===== src/rtl/uart_rx_buffered_pkg.sv =====
// Shared definitions for the buffered UART receiver: FSM encoding, tick
// positions within a bit period, and the 3-sample majority voter.
package uart_rx_buffered_pkg;

  typedef enum logic [1:0] {
    ST_IDLE  = 2'd0,
    ST_START = 2'd1,
    ST_DATA  = 2'd2,
    ST_STOP  = 2'd3
  } rx_state_e;

  localparam logic [3:0] TICK_MID_LO = 4'd7;
  localparam logic [3:0] TICK_MID_HI = 4'd9;
  localparam logic [3:0] TICK_LAST   = 4'd15;

  function automatic logic majority3(input logic a, input logic b, input logic c);
    return (a & b) | (a & c) | (b & c);
  endfunction

endpackage


===== src/rtl/uart_rx_buffered_byte_fifo.sv =====
// First-word-fall-through byte FIFO. Pointers carry an extra MSB so that
// full/empty and the occupancy fall out of a plain pointer difference.
module byte_fifo #(
  parameter int WIDTH      = 8,
  parameter int DEPTH_LOG2 = 2
) (
  input  logic                  clk,
  input  logic                  reset,
  input  logic                  push,
  input  logic [WIDTH-1:0]      din,
  output logic                  full,
  input  logic                  pop,
  output logic [WIDTH-1:0]      dout,
  output logic                  empty,
  output logic [DEPTH_LOG2:0]   level
);

  localparam int                  DEPTH   = 1 << DEPTH_LOG2;
  localparam logic [DEPTH_LOG2:0] PTR_ONE = (DEPTH_LOG2 + 1)'(1);
  localparam logic [DEPTH_LOG2:0] LVL_MAX = (DEPTH_LOG2 + 1)'(DEPTH);

  logic [WIDTH-1:0]    mem_q [DEPTH];
  logic [DEPTH_LOG2:0] wptr_q, wptr_d;
  logic [DEPTH_LOG2:0] rptr_q, rptr_d;
  logic                do_push, do_pop;

  assign level   = wptr_q - rptr_q;
  assign empty   = (wptr_q == rptr_q);
  assign full    = (level == LVL_MAX);
  assign do_pop  = pop && !empty;
  // A pop in the same cycle frees the slot, so a push while full still lands.
  assign do_push = push && (!full || do_pop);
  assign wptr_d  = do_push ? wptr_q + PTR_ONE : wptr_q;
  assign rptr_d  = do_pop  ? rptr_q + PTR_ONE : rptr_q;
  assign dout    = empty ? '0 : mem_q[rptr_q[DEPTH_LOG2-1:0]];

  always_ff @(posedge clk) begin
    if (reset) begin
      wptr_q <= '0;
      rptr_q <= '0;
    end else begin
      wptr_q <= wptr_d;
      rptr_q <= rptr_d;
    end
  end

  always_ff @(posedge clk) begin
    if (do_push) begin
      mem_q[wptr_q[DEPTH_LOG2-1:0]] <= din;
    end
  end

endmodule


===== src/rtl/uart_rx_buffered.sv =====
// 16x-oversampling UART receiver with majority-vote sampling feeding a FWFT
// byte FIFO; reports framing errors and overruns as one-clock pulses.
module uart_rx_buffered
  import uart_rx_buffered_pkg::*;
#(
  parameter int DATA_BITS       = 8,
  parameter int FIFO_DEPTH_LOG2 = 2,
  parameter int SYNC_STAGES     = 2
) (
  input  logic                       clk,
  input  logic                       reset,
  input  logic                       baudclk16,
  input  logic                       rx,
  output logic [DATA_BITS-1:0]       data,
  output logic                       ready,
  input  logic                       read,
  output logic                       frame_err,
  output logic                       overrun,
  output logic [FIFO_DEPTH_LOG2:0]   level,
  output logic [1:0]                 dbg_state
);

  // Handshake: data is valid whenever ready=1; a cycle with ready=1 and
  // read=1 pops the head, and read while ready=0 has no effect.

  localparam int             BCW      = (DATA_BITS > 1) ? $clog2(DATA_BITS) : 1;
  localparam logic [BCW-1:0] BIT_LAST = BCW'(DATA_BITS - 1);
  localparam logic [BCW-1:0] BIT_ONE  = BCW'(1);

  rx_state_e              state_q, state_d;
  logic [SYNC_STAGES-1:0] sync_q;
  logic                   rx_s;
  logic [3:0]             tick_cnt_q;
  logic [BCW-1:0]         bit_cnt_q;
  logic [DATA_BITS-1:0]   shreg_q;
  logic                   s_lo_q, s_mid_q;
  logic                   maj, tick_mid, tick_last;
  logic                   push_req, ferr_d;
  logic                   frame_err_q, overrun_q;
  logic                   fifo_full, fifo_empty;

  assign rx_s      = sync_q[SYNC_STAGES-1];
  assign maj       = majority3(s_lo_q, s_mid_q, rx_s);
  assign tick_mid  = baudclk16 && (tick_cnt_q == TICK_MID_HI);
  assign tick_last = baudclk16 && (tick_cnt_q == TICK_LAST);
  assign dbg_state = state_q;

  always_ff @(posedge clk) begin
    if (reset) begin
      sync_q <= '1;
    end else begin
      sync_q <= {sync_q[SYNC_STAGES-2:0], rx};
    end
  end

  always_ff @(posedge clk) begin
    if (reset) begin
      state_q <= ST_IDLE;
    end else begin
      state_q <= state_d;
    end
  end

  always_comb begin
    state_d = state_q;
    case (state_q)
      ST_IDLE:  if (baudclk16 && !rx_s) state_d = ST_START;
      ST_START: begin
        if (tick_mid && maj)  state_d = ST_IDLE;
        else if (tick_last)   state_d = ST_DATA;
      end
      ST_DATA:  if (tick_last && (bit_cnt_q == BIT_LAST)) state_d = ST_STOP;
      // Leaving at mid-stop lets a back-to-back start edge be caught.
      ST_STOP:  if (tick_mid) state_d = ST_IDLE;
      default:  state_d = ST_IDLE;
    endcase
  end

  always_comb begin
    push_req = 1'b0;
    ferr_d   = 1'b0;
    if (state_q == ST_STOP && tick_mid) begin
      push_req = maj;
      ferr_d   = !maj;
    end
  end

  always_ff @(posedge clk) begin
    if (reset) begin
      tick_cnt_q <= '0;
      bit_cnt_q  <= '0;
      shreg_q    <= '0;
      s_lo_q     <= 1'b1;
      s_mid_q    <= 1'b1;
    end else if (baudclk16) begin
      if (state_q == ST_IDLE) begin
        tick_cnt_q <= '0;
      end else begin
        tick_cnt_q <= tick_cnt_q + 4'd1;
      end
      if (tick_cnt_q == TICK_MID_LO)        s_lo_q  <= rx_s;
      if (tick_cnt_q == TICK_MID_LO + 4'd1) s_mid_q <= rx_s;
      if (state_q == ST_START && tick_cnt_q == TICK_LAST) begin
        bit_cnt_q <= '0;
      end
      if (state_q == ST_DATA) begin
        if (tick_cnt_q == TICK_MID_HI) begin
          shreg_q <= {maj, shreg_q[DATA_BITS-1:1]};
        end
        if (tick_cnt_q == TICK_LAST && bit_cnt_q != BIT_LAST) begin
          bit_cnt_q <= bit_cnt_q + BIT_ONE;
        end
      end
    end
  end

  always_ff @(posedge clk) begin
    if (reset) begin
      frame_err_q <= 1'b0;
      overrun_q   <= 1'b0;
    end else begin
      frame_err_q <= ferr_d;
      overrun_q   <= push_req && fifo_full && !read;
    end
  end

  byte_fifo #(
    .WIDTH      (DATA_BITS),
    .DEPTH_LOG2 (FIFO_DEPTH_LOG2)
  ) u_fifo (
    .clk   (clk),
    .reset (reset),
    .push  (push_req),
    .din   (shreg_q),
    .full  (fifo_full),
    .pop   (read),
    .dout  (data),
    .empty (fifo_empty),
    .level (level)
  );

  assign ready     = !fifo_empty;
  assign frame_err = frame_err_q;
  assign overrun   = overrun_q;

endmodule


===== config.mk =====
export PLATFORM = sky130hd
export DESIGN_NAME = uart_rx_buffered
export DESIGN_NICKNAME = d
export VERILOG_FILES = /design/src/rtl/uart_rx_buffered_pkg.sv /design/src/rtl/uart_rx_buffered_byte_fifo.sv /design/src/rtl/uart_rx_buffered.sv
export SDC_FILE = /design/constraint.sdc
export NUM_CORES = 1
export LEC_CHECK = 0
export ABC_AREA = 1
export CAP_MARGIN = 20
export CORE_ASPECT_RATIO = 1.25
export CORE_MARGIN = 4
export CORE_UTILIZATION = 57
export CTS_CLUSTER_DIAMETER = 80
export CTS_CLUSTER_SIZE = 25
export DETAILED_ROUTE_END_ITERATION = 8
export GPL_ROUTABILITY_DRIVEN = 0
export PLACE_DENSITY = 0.82
export SLEW_MARGIN = 25
export SYNTH_ARGS = -nofsm -noshare
export SYNTH_HDL_FRONTEND = slang
export SYNTH_SLANG_ARGS = --single-unit
export TNS_END_PERCENT = 50

===== constraint.sdc =====
create_clock -name clk -period 3 [get_ports clk]
set_clock_uncertainty 0.1 [all_clocks]
set_input_delay 0.3 -clock clk [delete_from_list [all_inputs] [get_ports clk]]
set_output_delay 0.3 -clock clk [all_outputs]
set_load 0.01 [all_outputs]

# Word-level counts from Yosys, hierarchy flattened
# Memory sizes are Yosys's and may differ from the RTL's. A register that Yosys moved wholly into a read port is not among the register bits.
# Index checks and enable logic that the tools add are counted.
# Widths: inputs -> output; s select.
[classes]
add_sub_neg = 5
n_eq_ne = 15
muxes = 16
bitwise_logic = 6
reduce_logical = 24
[ops]
columns = ["cell", "count"]
rows = [
  ["$mux 2", 7],
  ["$eq 4x4->1 const B", 3],
  ["$logic_and 1x1->1", 12],
  ["$add 3x1->3 const B", 3],
  ["$mux 3", 3],
  ["$mux 8", 1],
  ["$pmux 2 s4", 1],
  ["$eq 3x3->1 const B", 2],
  ["$ne 2x2->1 const B", 3],
  ["$ne 3x3->1 const B", 2],
  ["$logic_not 1->1", 5],
  ["$add 4x1->4 const B", 1],
  ["$eq 2x2->1 const B", 2],
  ["$eq 4x3->1 const B", 1],
  ["$mux 4", 1],
  ["$reduce_and 2->1", 2],
  ["$reduce_and 4->1", 1],
  ["$and 1x1->1", 3],
  ["$eq 3x3->1", 1],
  ["$mux 1", 3],
  ["$reduce_and 3->1", 1],
  ["$sub 3x3->3", 1],
  ["$eq 2x1->1 const B", 1],
  ["$logic_not 2->1", 1],
  ["other kinds (4)", 5],
]
[word_totals]
register_bits = 29
ram_bits = 32
inputBits = 5
out_inout_bits = 16
memories = 1
[mem_list]
columns = ["name", "depth", "width", "read_ports", "rd_ports_with_merged_regs", "wr", "line_no", "source"]
rows = [
  ["u_fifo.mem_q", 4, 8, 1, 1, 1, "uart_rx_buffered_byte_fifo.sv:22", "logic [WIDTH-1:0] mem_q [DEPTH];"],
]

# Depth between registers and ports, before layout
[depth]
depth_word = 7
ltp_mapped = 11
mapped_depth_nobuf = 11

# Hierarchy
# From an unflattened synthesis, not the netlist that was laid out.
[unflattened]
cells_unflattened = 309
area_unflattened_um2 = 2829.0
[by_module_without_submodules]
columns = ["module", "n_inst", "cells_per_inst", "area_per_inst_um2", "seq_area_each_um2"]
rows = [
  ["byte_fifo", 1, 168, 1773.0, 1121.1],
  ["uart_rx_buffered", 1, 141, 1056.0, 460.4],
]

# Least setup slack after synthesis
# OpenSTA, ideal clock, no wires.
[synth_path]
path_type = "flip-flop to flip-flop"
from = "reg u_fifo.wptr_q[0]"
to = "mem u_fifo.mem_q[0][0] (enable)"
setup_time_ps = 371
arrival_ps = 1748
path_slack_ps = 781
path_stages_with_launch = 9
synth_period_minus_slack_ps = 2219
cell_sequence = "dfxtp_1 > inv_1 > ha_1 > fa_1 > nand3_1 > nand2_2 > nand3_4 > nand2_4 > nor2_1"
[synth_between]
elab_chain_len = 7
[synth_rtl]
columns = ["element", "line_no", "source"]
rows = [
  ["start, declared", "uart_rx_buffered_byte_fifo.sv:23", "logic [DEPTH_LOG2:0] wptr_q, wptr_d;"],
  ["start signal, assigned", "uart_rx_buffered_byte_fifo.sv:42", "wptr_q <= wptr_d;"],
  ["$sub 3x3->3", "uart_rx_buffered_byte_fifo.sv:27", "assign level = wptr_q - rptr_q;"],
  ["net level[2]", "uart_rx_buffered.sv:19", "output logic [FIFO_DEPTH_LOG2:0] level,"],
  ["$eq 3x3->1", "uart_rx_buffered_byte_fifo.sv:29", "assign full = (level == LVL_MAX);"],
  ["$logic_not 1->1", "uart_rx_buffered_byte_fifo.sv:32", "assign do_push = push && (!full || do_pop);"],
  ["$logic_or 1x1->1", "uart_rx_buffered_byte_fifo.sv:32", ""],
  ["$logic_and 1x1->1", "uart_rx_buffered_byte_fifo.sv:32", ""],
  ["$mux 1", "uart_rx_buffered_byte_fifo.sv:48", "if (do_push) begin"],
  ["$mux 1 (implied by the code)", "uart_rx_buffered_byte_fifo.sv:49", "mem_q[wptr_q[DEPTH_LOG2-1:0]] <= din;"],
  ["end, declared", "uart_rx_buffered_byte_fifo.sv:22", ""],
]
# The timed path passes the listed nets, and every way through them passes these cells.

# Final worst setup path
[layout_path]
from = "reg u_fifo.wptr_q[0]"
to = "out level[2]"
[layout_between]
elab_chain_len = 1
[layout_rtl]
columns = ["element", "line_no"]
rows = [
  ["$sub 3x3->3", "uart_rx_buffered_byte_fifo.sv:27"],
  ["end, declared", "uart_rx_buffered.sv:19"],
]
# No other way between the ends.

==> reports/qor.csv <==
metric;value;unit
vias in the first global route;2050;
Post CTS Setup Buffer Count;0;
cts bufs inserted;9;
Worst-Skew Late Latency;330;ps
share of cells above drive strength 1;10.91;%
Data required, critical path;2600;ps
slowest cell delay on critical path;550;ps
cts repair resizes;0;
IO Port Bufs;20;
Core ar.;0.004765;sq mm
end-of-flow core utilization;67.78;%
CTS tree;yes;
WL final;5061;microns
Post-CTS Hold Buffers;0;
Synth Flop Type;edfxtp_1;
startpoint types;flip-flop;
Worst path most repeated cell;inv_1;
Vias;2032;
worst path arrival time;2210;ps
Least-Margin Pin Slew;602.6;ps
Seq cells post-synth;63;
number of DRC markers in iteration 0;107;
multiplexer share of the synthesized area;0.3559;%
Simple-Gate Fraction of Synth Area;21.31;%
io pins;21;
slew margin rel.;59.68;%
VDD IR-drop max;0.3821;mV
root buffer cell;clkbuf_8;
crit end category;primary output;
average cell area after synthesis;9.407;sq um
final net count;343;
Synthesized Nets;317;
unrepaired setup endpoints after global routing;no;
Leak Pwr;1.216;nW
antenna cell count;0;
Die Ht;86.54;microns
Post-Synthesis Cells;299;
Routed Antenna Nets;0;
xor/xnor cell area share of the yosys netlist;0.6228;%
sequential area share after synthesis;56.23;%
pins over their slew limit;0;
main combinational cell family by area after synthesis;simple AND/OR/NAND/NOR gates;
GR Util All Layers;18.43;%
critical path class;flip-flop to primary output;
largest net degree at the start of global routing;18;
most frequent cells in the layout;nor2_1 (59), nand2_1 (36), edfxtp_1 (32);
Starting Density;59.03;%
# DRC;0;
Hold WC Path Type;flip-flop to flip-flop;
Post-synth ARST share;0;%
clk buf depth;2;
post-synthesis compound-gate area fraction;9.964;%
Area growth syn-to-layout;14.81;%
Vias/cell;5.210;
most common cell after layout, fill and taps aside;nor2_1;
Post-synth EDFFs;32;
first-pass GRT wire length;8707;microns
count of yosys warnings during synthesis;0;
CP Max Fanout;4;
# H-tree levels;3;
TNS Setup;0;ps
period utilization;87.08;%
DIE AREA;0.006130;sq mm
final hold vios;0;
Post-Syn Area;0.002813;sq mm
initial antenna violation count;0;
clock sinks;63;
outcome;finished clean;
routed len/inst;12.98;microns
Power Dens Cells;522.3;mW/mm^2
Adder-Cell Fraction of Synth Area;6.050;%
cell with the largest stage delay on the worst path;clkdlybuf4s50_1;
drt first pass iters;4;
gr ovfl total;0;
post-DP HPWL;3778;microns
final worst path period need;2612;ps
post-synth cell types;33;
Die Width;70.83;microns
Max Clk Rate;382.8;MHz
Max Cap Viol;0;
Final setup viols;0;
Reg clk slew, reported paths;60;ps
Rows;28;
ordered list of cells on the worst path;inv_1 -> ha_1 -> fa_1 -> inv_1 -> nand3_1 -> nand2_2 -> clkdlybuf4s50_1;
power by group:
group | internal (W) | switching (W) | total (W)
logic | 0.0000726 | 0.0000993 | 0.000172
registers | 0.000905 | 0.0000169 | 0.000922
clock network | 0.000290 | 0.000304 | 0.000593
total | 0.00127 | 0.000420 | 0.00169
routing by layer:
layer	vias to the layer above	part of all wire [%]	track usage, %
met5	-	0	0
met4	0	2.9	9.744
met3	13	3.8	4.524
met2	42	52	32.74
met1	932	41	20.15
li1	1045	-	-
stage by stage:
step / instance area [sq um] / setup slack [ps] / instances / power (W) / hold WS, ps
finish: 3229 / 387.6 / 390 / 0.001687 / 311.2
global route: 3229 / 229.5 / 390 / 0.001770 / 344.0
CTS: 3229 / 356.6 / 390 / 0.001704 / 314.0
detailed placement: 3065 / 600.9 / 374 / 0.001112 / 298.0
global placement: 3065 / 652.6 / 374 / 0.001110 / 292.8
floorplan: 2813 / 780.8 / 299 / 0.001050 / 275.9
final timing paths:
path	startpoint	cells past startpoint	slack, ps	to
min reg2reg	sync_q[0]	1	310	sync_q[1]
max reg2reg	u_fifo.wptr_q[0]	8	590	u_fifo.mem_q[3][0]
max	u_fifo.wptr_q[0]	7	390	level[2]
min	sync_q[0]	1	310	sync_q[1]
layout make-up:
cell class | count | area (sq um)
sequential | 63 | 1582
fill | 377 | 1535
multi-input combinational | 198 | 1077
timing repair buffer | 22 | 215.2
clock buffer | 9 | 123.9
inverter | 31 | 116.4
tap | 60 | 75.07
clock inverter | 7 | 40.04
cells by family (layout without fill, tap and decap cells):
logic type | Yosys count | after routing
muxes | 1 | 1
DFF | 63 | 63
xor gates and xnor gates | 2 | 2
buffers and inverters | 38 | 69
adders and majority gates | 13 | 13
and+or+nand+nor | 129 | 129
AOI/OAI and AO/OA | 53 | 53
synthesized netlist by cell type (2+ instances only):
library cell  count  area (sq um)
a21oi_2           2         17.52
dfxtp_1          31         620.6
inv_2             3         11.26
o21ai_1           2         10.01
nand4_1           3         18.77
or2_2             2         12.51
nor3b_1           2         15.01
nand2_2           3         18.77
clkbuf_1          3         11.26
ha_1             12         150.1
nor2_4            3         33.78
o21ai_0          28         140.1
nor3_1            2         10.01
nand3_1          11         55.05
edfxtp_1         32         960.9
nand2_1          36         135.1
inv_1            27         101.4
nor2_2            2         12.51
nor2_1           59         221.5
a21oi_1          18         90.09
buf_2             3         15.01
xor2_1            2         17.52
nand3_2           2         20.02
nand2_4           2         22.52
registers in the layout, summed over array words and instances (netlist names), named ones only:
name,flops
dbg_state,1
s_lo_q,1
u_fifo.mem_q,32
u_fifo.rptr_q,3
frame_err,1
s_mid_q,1
overrun,1
u_fifo.wptr_q,3
shreg_q,8
tick_cnt_q,4
bit_cnt_q,3
sync_q,2
critical path: cells and delay by family (launching register included):
kind                     cells  cell delay (ps)
buffers and inverters        3              730
flip-flops                   1              380
AND/OR/NAND/NOR              2              190
adder cells (fa/ha/maj)      2              580
Power figures use the tool's default switching activity.
